===== config.mk =====
export PLATFORM = sky130hd
export DESIGN_NAME = pulse_train_gen
export DESIGN_NICKNAME = d
export VERILOG_FILES = /design/src/rtl/pulse_train_gen.sv
export SDC_FILE = /design/constraint.sdc
export NUM_CORES = 1
export LEC_CHECK = 0
export BUFFER_PORTS_ARGS = -buffer_cell sky130_fd_sc_hd__buf_2
export CAP_MARGIN = 15
export CORE_UTILIZATION = 50
export CTS_BUF_LIST = sky130_fd_sc_hd__clkbuf_16
export DETAILED_ROUTE_END_ITERATION = 16
export GPL_TIMING_DRIVEN = 0
export MAX_ROUTING_LAYER = met4
export PLACE_DENSITY = 0.74
export SKIP_CTS_REPAIR_TIMING = 1
export SYNTH_ARGS = -nofsm -noshare
export SYNTH_HDL_FRONTEND = slang
export SYNTH_SLANG_ARGS = --single-unit

===== constraint.sdc =====
create_clock -name clk -period 3.92 [get_ports clk]
set_clock_uncertainty 0.2 [all_clocks]
set_input_delay 0.196 -clock clk [delete_from_list [all_inputs] [get_ports clk]]
set_output_delay 0.196 -clock clk [all_outputs]
set_load 0.005 [all_outputs]

===== src/rtl/pulse_train_gen.sv =====
// Pulse train generator: emits `count` pulses of high_len cycles high and low_len cycles low,
// followed by a one-cycle done strobe. The train can be aborted, and the reset is asynchronous.
module pulse_train_gen #(
    parameter int unsigned CW = 8
) (
    input  logic          clk,
    input  logic          reset,
    input  logic          start,
    input  logic [CW-1:0] high_len,
    input  logic [CW-1:0] low_len,
    input  logic [CW-1:0] count,
    input  logic          abort,
    output logic          pulse,
    output logic          busy,
    output logic          done,
    output logic [CW-1:0] pulses_sent
);

    typedef enum logic [1:0] {
        S_IDLE,
        S_HIGH,
        S_LOW,
        S_DONE
    } state_t;

    state_t        r_state;
    logic [CW-1:0] r_high_len;
    logic [CW-1:0] r_low_len;
    logic [CW-1:0] r_count;
    logic [CW-1:0] r_phase;
    logic [CW-1:0] r_sent;
    logic          r_pulse;
    logic          r_busy;
    logic          r_done;

    logic          w_params_ok;
    assign w_params_ok = (high_len != '0) && (low_len != '0) && (count != '0);

    // The phase counter counts down to 1, so a full-scale length never wraps.
    always_ff @(posedge clk or negedge reset) begin
        if (!reset) begin
            r_state    <= S_IDLE;
            r_high_len <= '0;
            r_low_len  <= '0;
            r_count    <= '0;
            r_phase    <= '0;
            r_sent     <= '0;
            r_pulse    <= 1'b0;
            r_busy     <= 1'b0;
            r_done     <= 1'b0;
        end else begin
            case (r_state)
                S_IDLE: begin
                    if (start && !abort) begin
                        r_sent <= '0;
                        if (w_params_ok) begin
                            r_high_len <= high_len;
                            r_low_len  <= low_len;
                            r_count    <= count;
                            r_phase    <= high_len;
                            r_pulse    <= 1'b1;
                            r_busy     <= 1'b1;
                            r_state    <= S_HIGH;
                        end else begin
                            r_done  <= 1'b1;
                            r_state <= S_DONE;
                        end
                    end
                end
                S_HIGH: begin
                    if (abort) begin
                        r_pulse <= 1'b0;
                        r_busy  <= 1'b0;
                        r_state <= S_IDLE;
                    end else if (r_phase == CW'(1)) begin
                        r_pulse <= 1'b0;
                        r_phase <= r_low_len;
                        r_sent  <= r_sent + CW'(1);
                        r_state <= S_LOW;
                    end else begin
                        r_phase <= r_phase - CW'(1);
                    end
                end
                S_LOW: begin
                    if (abort) begin
                        r_busy  <= 1'b0;
                        r_state <= S_IDLE;
                    end else if (r_phase == CW'(1)) begin
                        if (r_sent < r_count) begin
                            r_pulse <= 1'b1;
                            r_phase <= r_high_len;
                            r_state <= S_HIGH;
                        end else begin
                            r_busy  <= 1'b0;
                            r_done  <= 1'b1;
                            r_state <= S_DONE;
                        end
                    end else begin
                        r_phase <= r_phase - CW'(1);
                    end
                end
                S_DONE: begin
                    r_done  <= 1'b0;
                    r_state <= S_IDLE;
                end
                default: begin
                    r_pulse <= 1'b0;
                    r_busy  <= 1'b0;
                    r_done  <= 1'b0;
                    r_state <= S_IDLE;
                end
            endcase
        end
    end

    assign pulse       = r_pulse;
    assign busy        = r_busy;
    assign done        = r_done;
    assign pulses_sent = r_sent;

endmodule

# After elaboration in Yosys (flattened, before gate mapping)
# Index checks and enable logic that the tools add are counted.
dict set report op_classes {
  n_reduce_logical 18
  add_sub_neg 2
  n_lt_le_gt_ge 1
  n_eq_ne 18
  mux 39
}
# operator count
set ops {}
lappend ops {{$mux W8} 10}
lappend ops {{$pmux W8 S3} 1}
lappend ops {{$reduce_bool A8 Y1} 3}
lappend ops {{$ne A2 B2 Y1 const B} 10}
lappend ops {{$reduce_and A6 Y1} 3}
lappend ops {{$mux W1} 16}
lappend ops {{$pmux W8 S2} 1}
lappend ops {{$mux W2} 7}
lappend ops {{$ne A3 B3 Y1 const B} 4}
lappend ops {{$pmux W1 S3} 3}
lappend ops {{$add A8 B1 Y8 const B} 1}
lappend ops {{$eq A8 B1 Y1 const B} 1}
lappend ops {{$lt A8 B8 Y1} 1}
lappend ops {{$pmux W2 S4} 1}
lappend ops {{$sub A8 B1 Y8 const B} 1}
lappend ops {{$reduce_and A7 Y1} 1}
lappend ops {{$reduce_and A3 Y1} 2}
lappend ops {{$reduce_bool A3 Y1} 2}
lappend ops {{$eq A2 B2 Y1 const B} 2}
lappend ops {{$reduce_and A4 Y1} 1}
lappend ops {{$logic_and A1 B1 Y1} 3}
lappend ops {{$eq A2 B1 Y1 const B} 1}
lappend ops {{$logic_not A2 Y1} 1}
lappend ops {{$reduce_bool A2 Y1} 1}
lappend ops {{$logic_not A1 Y1} 1}
dict set report totals {
  output_inout_bits 11
  wordCells 87
  input_bits 28
  ff_bits 45
}

# Longest topological paths before layout
# Gate-level depths: netlist of run 1.
dict set report depth {
  word_depth 6
  mapped_depth 10
  mapped_depth_nobuf 8
}

# Worst setup path before layout of run 1
# OpenSTA, ideal clock, no wires.
dict set report synth_path {
  path_kind {register to register}
  from {reg r_sent[1], in the netlist pulses_sent[1]}
  to {reg r_phase[1]}
  required_ps 3580
  t_arrival_ps 2282
  setup_time_ps 140
  period_less_slack_ps 2622
  path_buffers 1
  path_slack_ps 1298
  path_stages_with_launch 7
  cell_sequence {dfrtp_1 ha_1 a2111oi_0 o21bai_1 a311oi_1 buf_2 a41oi_1}
}
dict set report synth_via {
  elab_chain_len 3
}
# item line
set synth_rtl {}
lappend synth_rtl {{start, declared} 31} ;# logic [CW-1:0] r_sent;
lappend synth_rtl {{start signal, assigned} 78} ;# r_sent <= r_sent + CW'(1);
lappend synth_rtl {{$lt A8 B8 Y1} 89} ;# if (r_sent < r_count) begin
lappend synth_rtl {{$ne A3 B3 Y1 (no line)} -}
lappend synth_rtl {{$reduce_and A6 Y1 (no line)} -}
lappend synth_rtl {{end signal, assigned} 81} ;# r_phase <= r_phase - CW'(1);
lappend synth_rtl {{end signal, assigned} 91} ;# r_phase <= r_high_len;
lappend synth_rtl {{end signal, assigned} 99} ;# r_phase <= r_phase - CW'(1);
lappend synth_rtl {{end, declared} 30} ;# logic [CW-1:0] r_phase;
# No other way between the ends.
# A chain may end at the register's enable or synchronous reset.

# Worst setup path in the final report of run 1
dict set report layout_path {
  from {reg r_sent[1], in the netlist pulses_sent[1]}
  to {reg r_phase[7]}
}
# The elaborated chain is that of the path after synthesis.

==> flow_metrics.tcl, run 1 <==
set metrics [dict create \
    critical_path_class "flip-flop to flip-flop" \
    cts_max_level 2 \
    timing.final.ws_setup_ns 0.691 \
    hold_violations 0 \
    cp_num_buf_inv 1 \
    tightest_slew_ns 0.980 \
    holdPathEnd "r_high_len[0]" \
    yosysTopAreaCell "dfrtp_1" \
    regArea_sq_um 1130 \
    whs_path_depth 2 \
    insertion_delay_ns 0.29 \
    yosysTopAreaCellShare_pct 42.5 \
    cts_tree "built" \
    place_ws_ns 0.759 \
    fin_nets 376 \
    vias 2323 \
    portBuffers 38 \
    slew_violations 0 \
    met2_length_microns 3250 \
    drtIter0Drc 124 \
    dr.max_layer_used "met4" \
    syn2layout_area_growth_pct 25.0 \
    setup_viol 0 \
    num_rows 26 \
    r2r_cells 7 \
    worstSetupEndpointType "flip-flop" \
    placed_area_sq_um 2930 \
    wl_met1_microns 2780 \
    fp.dieH_microns 74.8 \
    first_pass_iters 4 \
    via_per_inst 5.74 \
    crit_chain "ha_1 -> a2111oi_0 -> o21bai_1 -> a311oi_1 -> buf_2 -> nor2_1 -> a21oi_1" \
    die_w_microns 74.8 \
    gp_congestion 0.904 \
    r2r_start "pulses_sent[1]" \
    setup_tns_ns 0 \
    final_cell_mix "dfrtp_1 (45), buf_2 (40), mux2_2 (29)" \
    synth_nets 307 \
    min_period_ns 3.23 \
    coreArea_sq_um 5110 \
    synth-main-ff-cell "dfrtp_1" \
    leakagePower_nw 1.50 \
    synth.avg_cell_area_sq_um 10.0 \
    reg2reg_to "r_phase[7]" \
    cts-root-buf "clkbuf_16" \
    yosys_register_bits 45 \
    cp.arrival_ns 3.24 \
    antenna_found_initial 0 \
    cts_sinks 45 \
    ir_drop_v 0.000315 \
    synth_area_sq_um 2650 \
    hold_class "primary input to flip-flop" \
    cp-start-kind "flip-flop" \
    layout_commonest_cell "dfrtp_1" \
    n_antenna_cell 0 \
    start_util_pct 51.9 \
    worst-path-max-fanout 10 \
    netlist_instances 265 \
    max_stage_delay_ns 0.79 \
    die-area_sq_um 5600 \
    ys_warn_count 0 \
    gr-usage-all-layers_pct 24.6 \
    regToRegSetupSlack_ns 0.69 \
    grt_max_degree 46 \
    drive_gt1_share_pct 24.2 \
    power_density_nw_per_um2 703 \
    clock_path_buffers 2 \
    critPathSlowestCell "a311oi_1" \
    yosysUniqueCellTypes 47 \
    synth_area_leaders "dfrtp_1 (42%), mux2_2 (12%), ha_1 (6.6%)" \
    ant_nets 0 \
    wl_met3_microns 277 \
    wirelength_microns 6440 \
    multi_input_area_sq_um 1410 \
    relSlewSlack_pct 34.7 \
    fin_area_sq_um 3320 \
    period_share_pct 82.4 \
    io_pins 39 \
    fmax_mhz 310 \
    cts.clk_slew.worst_paths_ns 0.07 \
    grt_pass1_wl_microns 9920 \
    max_cap_viol_count 0 \
    detail_route.wl_per_cell_microns 15.9 \
    grt_setup_unrepaired "no" \
    async_flop_share_pct 100 \
    grt_pass1_vias 2202 \
    cp_top_family "compound AO/OA/AOI/OAI gates" \
    seq_area_frac_synth_pct 42.5 \
    synth_edf_count 0 \
    status "complete, no violations" \
    holdCritStartpoint "high_len[0]" \
    drc 0 \
    numCtsBuffers 5 \
    fillerInstances 431 \
    required_ns 3.93 \
    grt_remaining_overflow 0 \
    dpl.hpwl_microns 4510 \
]
-- worst reg2reg max path, stage by stage (launching register included) --
cell and delay (ns):
dfrtp_1 0.47, ha_1 0.32, a2111oi_0 0.57, o21bai_1 0.26
a311oi_1 0.79, buf_2 0.36, nor2_1 0.06, a21oi_1 0.14
-- flip-flops by register name, summed over array words and instances, names as in the netlist --
signal and cells:
done 1, r_count 8, r_phase 8, pulse 1, r_state 2, r_low_len 8
busy 1, r_high_len 8, pulses_sent 8
-- stage by stage --
step	power, mW	cells	hold WS, ns	utilization (%)
floorplan	1.60	265	-0.300	-
global placement	1.84	373	0.224	57.4
detailed placement	1.88	373	0.223	57.4
CTS	2.31	381	-0.0839	60.2
global route	2.50	405	0.00953	64.9
finish	2.33	405	0.0120	64.9
-- per-layer routing --
| metal | vias to the layer above | track usage [%] |
|---|---|---|
| met3 | 13 | 5.76 |
| met1 | 1123 | 28.6 |
| met5 | - | - |
| met2 | 72 | 40.0 |
| li1 | 1115 | - |
| met4 | 0 | 12.2 |
-- cells in the mapped netlist, types with 2 or more instances --
master	instances
a22oi_1	3
or3_1	4
inv_1	17
nand4_1	3
a221oi_1	2
o2111ai_1	3
clkbuf_1	7
nand2b_1	2
nor2_1	20
nor4_1	6
ha_1	14
nor2b_1	2
o21ai_0	16
mux2i_1	3
o21ba_2	2
nor3_1	3
xor2_1	5
o41ai_1	4
nor3b_1	2
a22o_1	3
nand3_1	4
nand2_1	22
xnor2_1	2
a21oi_1	16
mux2_2	29
a31oi_1	3
buf_2	2
a41oi_1	2
or4_1	2
dfrtp_1	45
-- kinds of logic after synthesis --
logic type      Yosys count  synth area share [%]
buf+inv                  28                  4.34
mux                      32                  13.4
fa+ha+maj                14                  6.60
flops                    45                  42.5
simple gates             72                  13.4
compound gates           67                  17.4
xor+xnor                  7                  2.31
-- worst max-delay path by stage --
stage                         startpoint          to  cells after the start
final                     pulses_sent[1]  r_phase[7]                      7
after global routing      pulses_sent[1]  r_phase[7]                      7
after CTS                 pulses_sent[1]  r_phase[4]                      7
after detailed placement  pulses_sent[1]  r_phase[4]                      7
after global placement    pulses_sent[1]  r_phase[1]                      6
after floorplan           pulses_sent[1]  r_phase[1]                      6
-- area by class of cell --
| cell class | instances | area share [%] |
|---|---|---|
| Multi-Input combinational cell | 192 | 42.5 |
| Timing Repair Buffer | 62 | 13.0 |
| Clock buffer | 5 | 3.77 |
| Buffer | 11 | 1.55 |
| Inverter | 17 | 1.92 |
| Sequential cell | 45 | 33.9 |
| Tap cell | 70 | 2.64 |
| Clock inverter | 3 | 0.641 |
-- power by group --
group	internal [mW]	leakage, nW	switching [mW]
sequential	0.670	0.548	0.167
clock	0.237	0.0718	0.183
combinational	0.509	0.881	0.567
(Power assumes the default switching activity.)
==> inputs of run 2 (changes only) <==
- ABC_AREA: not set -> 1
- PLACE_DENSITY: 0.74 -> 0.77
- clock period: 3.92 -> 2.75 ns (I/O delays scaled with it)
==> run 2 against run 1 <==
  * The flow now finishes with violations (negative hold slack)
  * Non-clock buffer count fell by 4
  * Sequential power rose by 41%
  * Die area rose by 8.2%
  * Worst setup slack got worse by 0.19 ns
  * Critical path depth rose by 2
  * Final area rose by 6.4%
  * Highest routed layer unchanged
==> flow_metrics.tcl, run 2 <==
set metrics [dict create \
    fp.dieH_microns 77.9 \
    seq_area_frac_synth_pct 39.1 \
    cts_tree "built" \
    drtIter0Drc 201 \
    cts-root-buf "clkbuf_16" \
    final_cell_mix "nand2_1 (119), inv_1 (57), dfrtp_1 (45)" \
    io_pins 39 \
    detail_route.wl_per_cell_microns 13.4 \
    relSlewSlack_pct 32.8 \
    drc 0 \
    fin_nets 508 \
    regToRegSetupSlack_ns 0.50 \
    dpl.hpwl_microns 4920 \
    drive_gt1_share_pct 15.6 \
    start_util_pct 51.9 \
    cp.arrival_ns 2.27 \
    synth_edf_count 0 \
    grt_max_degree 46 \
    netlist_instances 401 \
    synth_common_cells "nand2_1 (119), inv_1 (57), dfrtp_1 (45)" \
    yosysTopAreaCellShare_pct 39.1 \
    r2r_cells 9 \
    layout_commonest_cell "nand2_1" \
    leakagePower_nw 1.92 \
    synth.avg_cell_area_sq_um 7.17 \
    slew_violations 0 \
    gr-usage-all-layers_pct 24.9 \
    holdCritStartpoint "high_len[5]" \
    cts_sinks 45 \
    hold_ws_ns -0.0295 \
    period_share_pct 81.8 \
    worst-path-max-fanout 9 \
    power_mw 3.72 \
    setup_tns_ns 0 \
    grt_pass1_vias 2657 \
    antenna_found_initial 0 \
    syn2layout_area_growth_pct 22.7 \
    synth_area_leaders "dfrtp_1 (39%), nand2_1 (16%), inv_1 (7.4%)" \
    setup_viol 0 \
    async_flop_share_pct 100 \
    die_w_microns 77.9 \
    wirelength_microns 7240 \
    die-area_sq_um 6060 \
    yosys_register_bits 45 \
    status "finished, violations left" \
    tightest_slew_ns 1.01 \
    power_density_nw_per_um2 1060 \
    n_antenna_cell 0 \
    ir_drop_v 0.000458 \
    min_period_ns 2.25 \
    coreArea_sq_um 5540 \
    grt_pass1_wl_microns 11600 \
    reg2reg_to "r_phase[0]" \
    yosysTopAreaCell "dfrtp_1" \
    portBuffers 37 \
    required_ns 2.77 \
    post-synth-top-count-cell "nand2_1" \
    r2r_start "r_state[0]" \
    grt_remaining_overflow 0 \
    synth_nets 443 \
    numCtsBuffers 5 \
    fmax_mhz 444 \
    cts_max_level 2 \
    max_cap_viol_count 0 \
    first_pass_iters 5 \
    hold_class "primary input to flip-flop" \
    whs_path_depth 3 \
    yosysUniqueCellTypes 30 \
    ys_warn_count 0 \
    clock_path_buffers 2 \
    critical_path_class "flip-flop to flip-flop" \
    synth-main-ff-cell "dfrtp_1" \
    via_per_inst 5.24 \
    vias 2826 \
    violations "negative hold slack" \
    hold_violations 3 \
    num_rows 27 \
    insertion_delay_ns 0.28 \
    holdPathEnd "r_high_len[5]" \
    ant_nets 0 \
    cts.clk_slew.worst_paths_ns 0.06 \
    worstSetupEndpointType "flip-flop" \
    grt_setup_unrepaired "no" \
    cp-start-kind "flip-flop" \
    synth_area_sq_um 2880 \
    gp_congestion 0.849 \
]
[run 2: changes by cell type after synthesis, moves of 4 or more]
cell,delta
nand2_1,+97
inv_1,+40
mux2_2,-29
nand3_1,+24
o21ai_1,+23
o21ai_0,+14
nor2_1,+7
inv_2,+6
a21oi_1,-5
nor4_1,-5
nand2_4,+4
o41ai_1,-4
or3_1,-4
[run 2: kinds of logic (layout without fill, tap and decap cells)]
kind of cell	after synthesis	after routing	share of synthesized area, %
compound gates	68	68	12.3
xor+xnor	4	4	1.22
fa+ha+maj	14	14	6.09
buf+inv	76	142	11.2
flops	45	45	39.1
simple gates	194	194	30.1
[run 2: how the worst max path moves through the flow]
stage / startpoint / endpoint / slack [ns] / cells past startpoint
floorplan: r_state[0] / r_phase[2] / 0.92 / 9
global placement: r_state[0] / r_phase[1] / 0.68 / 9
detailed placement: r_state[0] / r_phase[1] / 0.58 / 9
CTS: r_state[0] / r_phase[2] / 0.56 / 9
global route: r_state[0] / r_phase[0] / 0.27 / 9
finish: r_state[0] / r_phase[0] / 0.50 / 9
[run 2: per-stage QoR]
step	setup WS (ns)	cells	area, sq um	utilization (%)
detailed placement	0.583	510	3150	56.9
finish	0.499	539	3530	63.7
floorplan	0.923	401	2880	-
global route	0.269	539	3530	63.7
global placement	0.679	510	3150	56.9
CTS	0.556	518	3320	59.9
[run 2: final cells by class]
| cell class | count | area [sq um] |
|---|---|---|
| fill | 485 | 2010 |
| inverter | 65 | 246 |
| sequential | 45 | 1130 |
| buffer | 11 | 75.1 |
| multi-input combinational | 280 | 1430 |
| timing repair buffer | 58 | 395 |
| clock inverter | 3 | 41.3 |
| clock buffer | 5 | 125 |
| tap | 72 | 90.1 |
[run 2: worst max-delay path, cell delays in order, from the launching register on]
cell and delay [ns]:
dfrtp_1 0.42, inv_1 0.08, ha_1 0.27, clkbuf_1 0.32
clkinv_1 0.36, a21oi_1 0.22, nand2_1 0.07, o21ai_1 0.08
nand3_1 0.09, nand2_1 0.09
[run 2: report_power, final]
part           internal (mW)  total, mW  switching [mW]
logic                  0.681       1.87            1.19
clock network          0.425      0.680           0.255
registers              0.963       1.18           0.213
[run 2: routing by layer]
layer	track usage [%]	up-vias	wire (microns)
li1	-	1396	-
met1	31.6	1302	3150
met2	41.1	105	3590
met3	3.88	23	297
met4	7.36	0	210
met5	-	-	0
==> inputs of run 3 (changes only) <==
- ABC_AREA: 1 -> 0
- PLACE_DENSITY: 0.77 -> 0.74
- clock period: 2.75 -> 2.1 ns (I/O delays scaled with it)
==> run 3 against run 2 <==
  * The run ends with negative hold slack, negative setup slack left
  * First-iteration DRC count is 33% lower
  * Critical path depth is 1 lower
  * Combinational power grew 37%
  * Register-to-register slack got worse by 1.0 ns
  * Clock power rose by 40%
  * Worst hold slack lost 0.0072 ns
  * Final cell count fell by 22%
  * Via count decreased by 14%
  * Total power is 37% higher
  * Largest power group unchanged
  * Highest routed layer unchanged
==> flow_metrics.tcl, run 3 (same netlist as run 1, synthesis figures left out) <==
set metrics [dict create \
    tightest_slew_ns 1.01 \
    wirelength_microns 7480 \
    cts_sinks 45 \
    gr-usage-all-layers_pct 26.7 \
    setup_viol 21 \
    leakagePower_nw 1.64 \
    slew_violations 0 \
    timing.final.ws_setup_ns -0.519 \
    max_cap_viol_count 0 \
    hold_ws_ns -0.0367 \
    drtIter0Drc 135 \
    placed_area_sq_um 3010 \
    drc 0 \
    critical_path_class "flip-flop to flip-flop" \
    die-area_sq_um 5600 \
    start_util_pct 51.9 \
    syn2layout_area_growth_pct 38.2 \
    fin_nets 391 \
    required_ns 2.08 \
    cp-start-kind "flip-flop" \
    cts-root-buf "clkbuf_16" \
    fillerInstances 356 \
    fp.dieH_microns 74.8 \
    multi_input_area_sq_um 1580 \
    die_w_microns 74.8 \
    via_per_inst 5.81 \
    period_share_pct 125 \
    power_mw 5.10 \
    violations "negative hold slack, negative setup slack" \
    fmax_mhz 382 \
    hold_class "primary input to flip-flop" \
    num_rows 26 \
    power_density_nw_per_um2 1390 \
    detail_route.wl_per_cell_microns 17.8 \
    ant_nets 0 \
    gp_congestion 0.891 \
    cts.clk_slew.worst_paths_ns 0.07 \
    first_pass_iters 4 \
    hold_violations 1 \
    drive_gt1_share_pct 34.9 \
    final_cell_mix "dfrtp_1 (42), buf_2 (39), mux2_2 (27)" \
    fin_area_sq_um 3670 \
    cts_tree "built" \
    status "finished, violations left" \
    antenna_found_initial 0 \
    n_antenna_cell 0 \
    ir_drop_v 0.000796 \
    regArea_sq_um 1130 \
    io_pins 39 \
    dpl.hpwl_microns 4610 \
    worstSetupEndpointType "flip-flop" \
    clock_path_buffers 2 \
    grt_pass1_wl_microns 10700 \
    numCtsBuffers 5 \
    layout_commonest_cell "dfrtp_1" \
    place_ws_ns -0.572 \
    relSlewSlack_pct 32.4 \
    worst-path-max-fanout 8 \
    grt_remaining_overflow 0 \
    min_period_ns 2.62 \
    cts_max_level 2 \
    grt_pass1_vias 2195 \
    grt_setup_unrepaired "yes" \
    grt_max_degree 46 \
    coreArea_sq_um 5110 \
    cp.arrival_ns 2.60 \
    insertion_delay_ns 0.30 \
    portBuffers 38 \
    vias 2439 \
]
run 3: cell types whose count changed in the layout (fill, tap and decap cells not counted), sizes merged, moves of 4 or more:
cell | before | now
nand2 | 124 | 22
inv | 64 | 19
o21ai | 54 | 16
mux2 | 0 | 29
nand3 | 30 | 4
buf | 43 | 57
nor2 | 31 | 20
nor4 | 1 | 6
a21oi | 13 | 17
dlygate4sd3 | 21 | 25
o41ai | 0 | 4
or3 | 0 | 4
run 3: final cells by class:
cell class	count	share of cell area, %
tap	70	2.39
sequential	45	30.8
multi-input combinational	192	43.1
timing repair buffer	77	14.9
clock inverter	3	1.30
clock buffer	5	3.41
inverter	17	1.74
buffer	11	2.39
run 3: worst max-delay path, stage by stage, from the launching register on:
cell     delay, ns
dfrtp_1       0.40
or4_4         0.53
buf_6         0.13
or3_4         0.32
buf_8         0.15
nor3_2        0.11
a21oi_1       0.07
a31oi_1       0.22
mux2_2        0.35
run 3: power breakdown:
part,switching (mW),internal [mW]
Clock,0.378,0.571
Sequential,0.342,1.25
Combinational,1.31,1.25
Total,2.03,3.07
run 3: stage by stage:
step	utilization (%)	setup TNS (ns)	instances	hold WS [ns]
5_1_grt	71.8	-10.18	420	0.00521
6_report	71.8	-8.58	420	-0.0367
3_3_place_gp	59.0	-12.53	373	0.120
2_1_floorplan	-	-5.56	265	-0.391
3_5_place_dp	59.0	-14.58	373	0.126
4_1_cts	62.4	-14.26	381	-0.180
run 3: final timing paths:
kind                              from             end  slack (ns)  depth (start not counted)
setup / recovery            r_phase[2]            busy       -0.52                          8
hold / removal             high_len[2]      r_phase[2]       -0.04                          3
setup reg to reg            r_phase[2]            busy       -0.52                          8
hold reg to reg                   busy            busy        0.30                          1
max in group asynchronous        reset  pulses_sent[0]        0.69                          2
min in group asynchronous        reset  pulses_sent[5]        0.32                          2
run 3: layer usage:
layer,global-route usage (%),wire length [microns]
met1,33.2,3110
met4,8.18,201
met2,44.7,3830
met5,-,0
met3,4.55,339
